[src/rtl/hs_arb_pkg.sv]
// Shared types and defaults for the handshake arbiter.
package hs_arb_pkg;

  typedef enum logic [1:0] {
    IDLE,
    SEND,
    DRAIN,
    GUARD_WAIT
  } state_t;

  localparam int GUARD_DEFAULT   = 4;
  localparam int TIMEOUT_DEFAULT = 255;

endpackage

[src/rtl/rr_arbiter.sv]
// Combinational round-robin selector: the search starts one past the last winner.
module rr_arbiter #(
  parameter int NREQ = 4,
  parameter int PW   = $clog2(NREQ)
) (
  input  logic [NREQ-1:0] req,
  input  logic [PW-1:0]   ptr,
  output logic [NREQ-1:0] winner,
  output logic            valid
);

  logic [PW-1:0] idx;

  always_comb begin
    winner = '0;
    valid  = 1'b0;
    idx    = '0;
    for (int k = 1; k <= NREQ; k++) begin
      idx = PW'((int'(ptr) + k) % NREQ);
      if (!valid && req[idx]) begin
        winner[idx] = 1'b1;
        valid       = 1'b1;
      end
    end
  end

endmodule

[src/rtl/handshake_arb.sv]
// Round-robin arbiter feeding one payload at a time into a handshake synchronizer.
// Optional SEND abort timer enabled by defining HS_ARB_TIMEOUT_EN.
module handshake_arb
  import hs_arb_pkg::*;
#(
  parameter int WIDTH   = 32,
  parameter int NREQ    = 4,
  parameter int GUARD   = GUARD_DEFAULT,
  parameter int TIMEOUT = TIMEOUT_DEFAULT
) (
  input  logic                  clk,
  input  logic                  rst,
  input  logic [NREQ-1:0]       req,
  input  logic [NREQ*WIDTH-1:0] req_data,
  output logic [NREQ-1:0]       grant,
  output logic                  sready,
  output logic [WIDTH-1:0]      din,
  input  logic                  sidle,
  output logic                  busy,
  output logic                  err
);

  localparam int            PW         = $clog2(NREQ);
  localparam logic [3:0]    GUARD_LAST = 4'(GUARD - 1);

  state_t          state_q, state_d;
  logic [PW-1:0]   last_grant;
  logic [PW-1:0]   win_idx;
  logic [NREQ-1:0] winner;
  logic            arb_valid;
  logic            take;
  logic            timeout_hit;
  logic [3:0]      guard_cnt;
  logic [WIDTH-1:0] sel_data;

  rr_arbiter #(
    .NREQ (NREQ),
    .PW   (PW)
  ) u_rr (
    .req    (req),
    .ptr    (last_grant),
    .winner (winner),
    .valid  (arb_valid)
  );

  always_comb begin
    win_idx  = last_grant;
    sel_data = '0;
    for (int i = 0; i < NREQ; i++) begin
      if (winner[i]) begin
        win_idx  = PW'(i);
        sel_data = req_data[i*WIDTH +: WIDTH];
      end
    end
  end

`ifdef HS_ARB_TIMEOUT_EN
  localparam logic [7:0] TO_LAST = 8'(TIMEOUT - 1);
  logic [7:0] send_cnt;

  always_ff @(posedge clk) begin
    if (rst || state_q != SEND) send_cnt <= '0;
    else                        send_cnt <= send_cnt + 8'd1;
  end

  assign timeout_hit = (state_q == SEND) && !sidle && (send_cnt == TO_LAST);
  assign err         = timeout_hit && !rst;
`else
  // No abort path in this build: SEND waits for sidle and err is constant 0.
  assign timeout_hit = 1'b0;
  assign err         = (TIMEOUT == 0) && 1'b0;
`endif

  always_comb begin
    state_d = state_q;
    take    = 1'b0;
    case (state_q)
      IDLE: begin
        if (arb_valid && !rst) begin
          take    = 1'b1;
          state_d = SEND;
        end
      end
      SEND: begin
        if (sidle || timeout_hit) state_d = DRAIN;
      end
      DRAIN: begin
        if (!sidle) state_d = GUARD_WAIT;
      end
      GUARD_WAIT: begin
        if (guard_cnt == GUARD_LAST) state_d = IDLE;
      end
      default: state_d = IDLE;
    endcase
  end

  always_ff @(posedge clk) begin
    if (rst) begin
      state_q    <= IDLE;
      din        <= '0;
      guard_cnt  <= '0;
      last_grant <= PW'(NREQ - 1);
    end else begin
      state_q <= state_d;
      if (take) begin
        din        <= sel_data;
        last_grant <= win_idx;
      end
      if (state_q == GUARD_WAIT) guard_cnt <= guard_cnt + 4'd1;
      else                       guard_cnt <= '0;
    end
  end

  assign grant  = take ? winner : '0;
  assign sready = (state_q == SEND);
  assign busy   = (state_q != IDLE);

endmodule

[config.mk]
export PLATFORM = sky130hd
export DESIGN_NAME = handshake_arb
export DESIGN_NICKNAME = d
export VERILOG_FILES = /design/src/rtl/hs_arb_pkg.sv /design/src/rtl/rr_arbiter.sv /design/src/rtl/handshake_arb.sv
export SDC_FILE = /design/constraint.sdc
export NUM_CORES = 1
export LEC_CHECK = 0
export BUFFER_PORTS_ARGS = -buffer_cell sky130_fd_sc_hd__buf_2
export CAP_MARGIN = 10
export CORE_MARGIN = 2
export CORE_UTILIZATION = 43
export DETAILED_ROUTE_END_ITERATION = 10
export GPL_TIMING_DRIVEN = 0
export PLACE_DENSITY = 0.78
export SLEW_MARGIN = 10
export SYNTH_ARGS = -nofsm -noshare
export SYNTH_HDL_FRONTEND = slang
export SYNTH_SLANG_ARGS = --single-unit
[constraint.sdc]
create_clock -name clk -period 2.7 [get_ports clk]
set_input_delay 0.27 -clock clk [delete_from_list [all_inputs] [get_ports clk]]
set_output_delay 0.27 -clock clk [all_outputs]
set_load 0.1 [all_outputs]
==> impl_metrics.tcl, run 1 <==
set metrics [dict create \
    p_switching_mw 4.183 \
    crit_family "simple AND/OR/NAND/NOR gates" \
    period_needed_ps 2795 \
    cts-htree-levels 2 \
    status "finished, violations left" \
    die_y_um 96.71 \
    comb_power_share_pct 79.4 \
    r2r-start "last_grant[0]" \
    slew_headroom_pct 46.45 \
    worst_slack_ps -95.13 \
    dieArea_um2 9353 \
    nNetsFinal 782 \
    async_reset_ff_share_pct 0 \
    holdBufCountCts 0 \
    grt_max_degree 13 \
    max_freq_mhz 357.8 \
    slowest_stage "nor3b_2" \
    hold_depth 3 \
    regArea_um2 805.8 \
    ys_seq_area_share_pct 21.67 \
    cpPeakStageDelay_ps 480 \
    overflow 0 \
    synthTopCellsByArea "dfxtp_1 (22%), a221oi_2 (11%), mux2i_1 (9.5%), a22o_1 (7.8%), o22ai_1 (5.6%)" \
    drc 0 \
    hold_start "req_data[56]" \
    reg2regPathDepth 10 \
    drv_cap 0 \
    intPower_mw 3.324 \
    avgViaCountPerCell 5.982 \
    crit_chain "buf_8 > clkinvlp_4 > ha_4 > buf_4 > mux4_2 > nor3b_2 > a211oi_4 > nor2_4 > buf_12" \
    start_util_pct 44.76 \
    fin_crit_sh_pct 103.5 \
    clock_latency_ps 300 \
    grt_usage_pct 27.12 \
    clock_sinks 40 \
    cp_num_buf_inv 4 \
    cts_buffers 5 \
    synth_edf_count 0 \
    n_antenna_cell 0 \
    hpwl_um 9439 \
    grt_use_met1_pct 34.39 \
    tightest_slew_ps 803.3 \
    grt_pass1_vias 4359 \
    critical_path_class "reg2out" \
    synth_top_cell_by_area "dfxtp_1" \
    routed_wl_um 13680 \
    rsz0062_at_grt "yes" \
    grt_pass1_wl_um 21230 \
    hold_path_class "in2reg" \
    routabilityCongestion 0.8720 \
    place_ws_ps -467.0 \
    finClkSkew_ps 9.464 \
    worstPathRequired_ps 2430 \
    power_density_nw_per_um2 1436 \
    maxSlewViolCount 0 \
    synthToLayoutAreaGrowth_pct 41.47 \
    antenna_found_initial 0 \
    cts.clk_slew.worst_paths_ps 90 \
    r2r_slack_ps -30 \
    hold_violations 0 \
    cts_buffer_depth 2 \
    clockRootBuffer "clkbuf_8" \
    synth_seq_cells 40 \
    grt_util_met3_pct 5.275 \
    layout.cells.non_filler 740 \
    first_pass_iters 5 \
    coreArea_um2 8258 \
    syn-num-nets 590 \
    crit_arrival_ps 2530 \
    tns_ps -433.5 \
    postSynthCellCount 442 \
    grtUsageMet2_pct 46.05 \
    violations "negative setup slack" \
    yosys_warnings 0 \
    synth_cell_types 51 \
    drive_gt1_share_pct 43.94 \
    setup_viol 20 \
    power_mw 7.507 \
    first_iter_violations 220 \
    cts_tree "yes" \
    seqPwrFrac_pct 13.2 \
    synth_top_cell_area_share_pct 21.67 \
    dieWidth_um 96.71 \
    total_leakage_power_nw 2.559 \
    vias 4427 \
    p_clk_share_pct 7.4 \
    ir_worst_vdd_uv 716.8 \
    path_max_fanout 3 \
    netlist_area_um2 3696 \
    worstSetupStartpointType "register" \
    port-buffer-count 169 \
    r2r-end "din[12]" \
    syn_area_per_cell_um2 8.362 \
    fp-row-count 33 \
    nFillCells 726 \
    io_pins 174 \
    critPathCaptureType "output pin" \
    multi_input_area_um2 2606 \
    synth_flop_cell "dfxtp_1" \
    swShare_pct 55.72 \
    holdPathEnd "din[24]" \
    grt_busiest_layer "met2" \
    ant_nets 0 \
    post_drt_wl_per_cell_um 18.48 \
    post-place-cells 716 \
]
[per-layer routing]
layer  vias to the layer above  part of all wire (%)
met5                         -                     0
met4                         0                   2.6
met3                        30                   8.4
met2                       250                    48
met1                      2076                    41
li1                       2071                     -
[flip-flops by register name, indices dropped and copies added (netlist names)]
name        count
state_q         2
din            32
guard_cnt       4
last_grant      2
[worst register-to-register path: stages, from the launching register on]
cell        delay (ps)
dfxtp_4            380
buf_8              110
clkinvlp_4         110
ha_4               300
mux4_2             410
a22o_4             330
a211o_1            280
buf_6              170
clkbuf_16          170
a221oi_2           260
o22ai_1            110
[synth_stat cells, types with 2 or more instances]
cell / number
nor2_1: 44
dfxtp_1: 40
inv_1: 39
mux2i_1: 35
a22o_1: 33
o22ai_1: 33
a31oi_1: 32
o21ai_0: 30
clkbuf_1: 29
a221oi_2: 28
ha_1: 13
buf_2: 8
nand2_1: 7
a221oi_1: 6
buf_4: 5
buf_6: 5
nand2b_1: 5
mux4_2: 4
nor3_1: 4
o21ai_1: 4
a21oi_1: 3
a211oi_1: 2
and3_1: 2
nand3_1: 2
nand3b_1: 2
o211ai_1: 2
[timing repair]
| item | 4_1_cts | 5_1_grt |
|---|---|---|
| pin swaps | 3 | 19 |
| gates cloned | 0 | 2 |
| setup buffers | 8 | 6 |
| endpoints found under the hold margin | 0 | 0 |
| gates resized for setup | 38 | 44 |
| endpoints found under the setup margin | 38 | 36 |
[final cells by class]
cell class                      instances  share of cell area [%]
Clock inverter                          1                  0.5743
Inverter                               39                   2.872
Sequential cell                        40                   15.41
Clock buffer                            7                   1.843
Tap cell                              105                   2.513
Buffer                                 48                   6.676
Timing Repair Buffer                  185                   20.27
Multi-Input combinational cell        315                   49.84
[power groups by stage]
stage	clock, mW	sequential [mW]	combinational [mW]
floorplan	0	2.03	3.20
global placement	0	0.976	5.14
detailed placement	0	0.991	5.25
CTS	0.562	0.979	5.53
global route	0.592	1.01	6.30
finish	0.558	0.989	5.96
[worst max path at each step]
stage	slack [ps]	from	end	depth (start not counted)
after global placement	-390	last_grant[0]	grant[1]	10
after detailed placement	-470	last_grant[1]	grant[0]	8
final	-100	last_grant[0]	grant[2]	9
after global routing	-170	last_grant[0]	grant[1]	10
after floorplan	-100	last_grant[0]	grant[1]	10
after CTS	-40	last_grant[0]	grant[3]	9
[metrics by stage]
stage	util, %	cell area, µm²	hold WS (ps)
detailed placement	56.97	4705	456.2
floorplan	-	3727	417.5
global route	63.32	5229	257.5
CTS	60.85	5025	243.0
global placement	56.97	4705	430.2
finish	63.32	5229	254.0
[kinds of logic after synthesis]
logic type,after synthesis,share of synthesized area [%]
DFF,40,21.67
buffers and inverters,87,10.66
adders and majority gates,13,4.401
AOI/OAI and AO/OA,184,40.83
other,1,0.1015
xor gates and xnor gates,2,0.4740
and+or+nand+nor,76,9.953
muxes,39,11.92
[cell usage in the layout (no fill, tap or decap), drive strengths merged, types with 2 or more instances in the layout]
| cell type | netlist | routed |
|---|---|---|
| buf | 18 | 204 |
| nor2 | 44 | 44 |
| dfxtp | 40 | 40 |
| inv | 39 | 38 |
| clkbuf | 30 | 36 |
| mux2i | 35 | 35 |
| a22o | 34 | 34 |
| o21ai | 34 | 34 |
| a221oi | 34 | 34 |
| o22ai | 33 | 33 |
| a31oi | 32 | 32 |
| ha | 13 | 13 |
| nand2 | 7 | 7 |
| nand2b | 5 | 5 |
| nor3 | 5 | 5 |
| mux4 | 4 | 4 |
| a21oi | 3 | 3 |
| nand3b | 2 | 2 |
| o211ai | 2 | 2 |
| nand3 | 2 | 2 |
| nor3b | 2 | 2 |
| nor2b | 2 | 2 |
| a211oi | 2 | 2 |
| and3 | 2 | 2 |
(Power assumes the default switching activity.)
==> run 2: changes to the inputs <==
--- a/config.mk
+++ b/config.mk
@@ -9,9 +9,11 @@
 export CAP_MARGIN = 10
 export CORE_MARGIN = 2
 export CORE_UTILIZATION = 43
+export CTS_BUF_LIST = sky130_fd_sc_hd__clkbuf_8
 export DETAILED_ROUTE_END_ITERATION = 10
 export GPL_TIMING_DRIVEN = 0
-export PLACE_DENSITY = 0.78
+export PLACE_DENSITY = 0.75
+export SKIP_CTS_REPAIR_TIMING = 1
 export SLEW_MARGIN = 10
 export SYNTH_ARGS = -nofsm -noshare
 export SYNTH_HDL_FRONTEND = slang
==> impl_metrics.tcl, run 2 (same netlist as run 1, synthesis figures left out) <==
set metrics [dict create \
    cts-htree-levels 2 \
    hold_path_class "in2reg" \
    place_ws_ps -473.1 \
    clockRootBuffer "clkbuf_8" \
    ant_nets 0 \
    cts_buffers 5 \
    nNetsFinal 783 \
    cts_buffer_depth 2 \
    first_pass_iters 5 \
    hpwl_um 9257 \
    drc 0 \
    grt_busiest_layer "met2" \
    rsz0062_at_grt "yes" \
    seqPwrFrac_pct 13.2 \
    tightest_slew_ps 870.7 \
    first_iter_violations 245 \
    grtUsageMet2_pct 45.51 \
    hold_violations 0 \
    p_clk_share_pct 5.3 \
    post_drt_wl_per_cell_um 18.31 \
    worst_slack_ps -178.6 \
    cts_tree "yes" \
    max_freq_mhz 347.4 \
    crit_chain "buf_8 > clkinvlp_4 > ha_4 > mux4_2 > inv_1 > o211ai_1 > and3_4 > nor2_4 > buf_12" \
    clock_latency_ps 300 \
    io_pins 174 \
    p_switching_mw 4.269 \
    vias 4410 \
    synthToLayoutAreaGrowth_pct 43.20 \
    crit_arrival_ps 2610 \
    routabilityCongestion 0.8184 \
    comb_power_share_pct 81.6 \
    fin_crit_sh_pct 106.6 \
    swShare_pct 56.31 \
    grt_util_met3_pct 5.275 \
    path_max_fanout 6 \
    grt_max_degree 12 \
    grt_usage_pct 25.97 \
    clock_sinks 40 \
    worstSetupStartpointType "register" \
    period_needed_ps 2879 \
    dieArea_um2 9353 \
    cpPeakStageDelay_ps 410 \
    grt_pass1_wl_um 20440 \
    slew_headroom_pct 41.95 \
    overflow 0 \
    routed_wl_um 13550 \
    whs_ps 256.3 \
    coreArea_um2 8258 \
    total_leakage_power_nw 2.534 \
    drv_cap 0 \
    finClkSkew_ps 9.555 \
    antenna_found_initial 0 \
    start_util_pct 44.76 \
    worstPathRequired_ps 2430 \
    final_common_cell "buf_2" \
    nFillCells 714 \
    slowest_stage "mux4_2" \
    final_util_pct 64.09 \
    largest_reg_flops 32 \
    cts.clk_slew.worst_paths_ps 90 \
    critPathCaptureType "output pin" \
    final_cell_mix "buf_2 (171), nor2_1 (40), inv_1 (38), dfxtp_1 (38), a22o_1 (33)" \
    setup_viol 33 \
    die_y_um 96.71 \
    critical_path_class "reg2out" \
    fp-row-count 33 \
    n_antenna_cell 0 \
    grt_pass1_vias 4311 \
    largestRegisters "din: 32 flops, guard_cnt: 4 flops" \
    port-buffer-count 169 \
    power_density_nw_per_um2 1432 \
    drive_gt1_share_pct 45.20 \
    maxSlewViolCount 0 \
    dieWidth_um 96.71 \
    intPower_mw 3.313 \
    ir_worst_vdd_uv 675.8 \
    top_register "din" \
    avgViaCountPerCell 5.959 \
    status "finished, violations left" \
    grt_use_met1_pct 32.22 \
    violations "negative setup slack" \
]
[run 2: changes by cell type in the layout (fill, tap and decap cells not counted), sizes merged]
cell and delta:
buf +2, bufinv -1, clkbuf -3, clkinv +1, clkinvlp +1
[run 2: per-layer routing]
metal  share of wire [%]  up-vias
met5                   0        -
met4                 1.7        0
met3                 7.7       22
met2                  50      216
met1                  40     2097
li1                    -     2075
[run 2: area by class of cell]
cell class	instances	area, µm²	share of cell area, %
Tap cell	105	131.4	2.482
Buffer	45	347.8	6.572
Sequential cell	40	808.3	15.27
Clock inverter	2	8.758	0.1655
Inverter	39	153.9	2.908
Timing Repair Buffer	189	1086	20.52
Clock buffer	5	68.82	1.300
Multi-Input combinational cell	315	2688	50.78
[run 2: path summary, 6_finish.rpt]
path                                      to  slack (ps)  depth (start not counted)          start
worst max-delay path                grant[0]        -180                          9  last_grant[0]
worst min-delay path                  din[2]         260                          3   req_data[34]
worst max register to register       din[12]         -70                         10  last_grant[0]
worst min register to register  guard_cnt[0]         460                          1   guard_cnt[0]
[run 2: stage by stage]
| stage | TNS [ps] | cell area (µm²) | instances | power [mW] |
|---|---|---|---|---|
| after floorplan | -100.9 | 3727 | 442 | 5.222 |
| after global placement | -13980 | 4705 | 716 | 6.131 |
| after detailed placement | -15950 | 4705 | 716 | 6.252 |
| after CTS | -17760 | 4782 | 723 | 6.652 |
| after global routing | -4073 | 5293 | 740 | 7.978 |
| final | -1307 | 5293 | 740 | 7.581 |
[run 2: power by group through the flow]
stage | registers (mW) | clock network [mW] | logic [mW]
CTS | 0.977 | 0.405 | 5.27
finish | 0.997 | 0.400 | 6.18
detailed placement | 0.989 | 0 | 5.26
global placement | 0.979 | 0 | 5.15
floorplan | 2.03 | 0 | 3.20
global route | 1.02 | 0.434 | 6.52
[run 2: critical path: cells and delay by family (launching register included)]
| kind | cells | cell delay, ps |
|---|---|---|
| DFF | 1 | 370 |
| buffers and inverters | 4 | 580 |
| and+or+nand+nor | 2 | 380 |
| AOI/OAI and AO/OA | 1 | 250 |
| adders and majority gates | 1 | 320 |
| muxes | 1 | 410 |
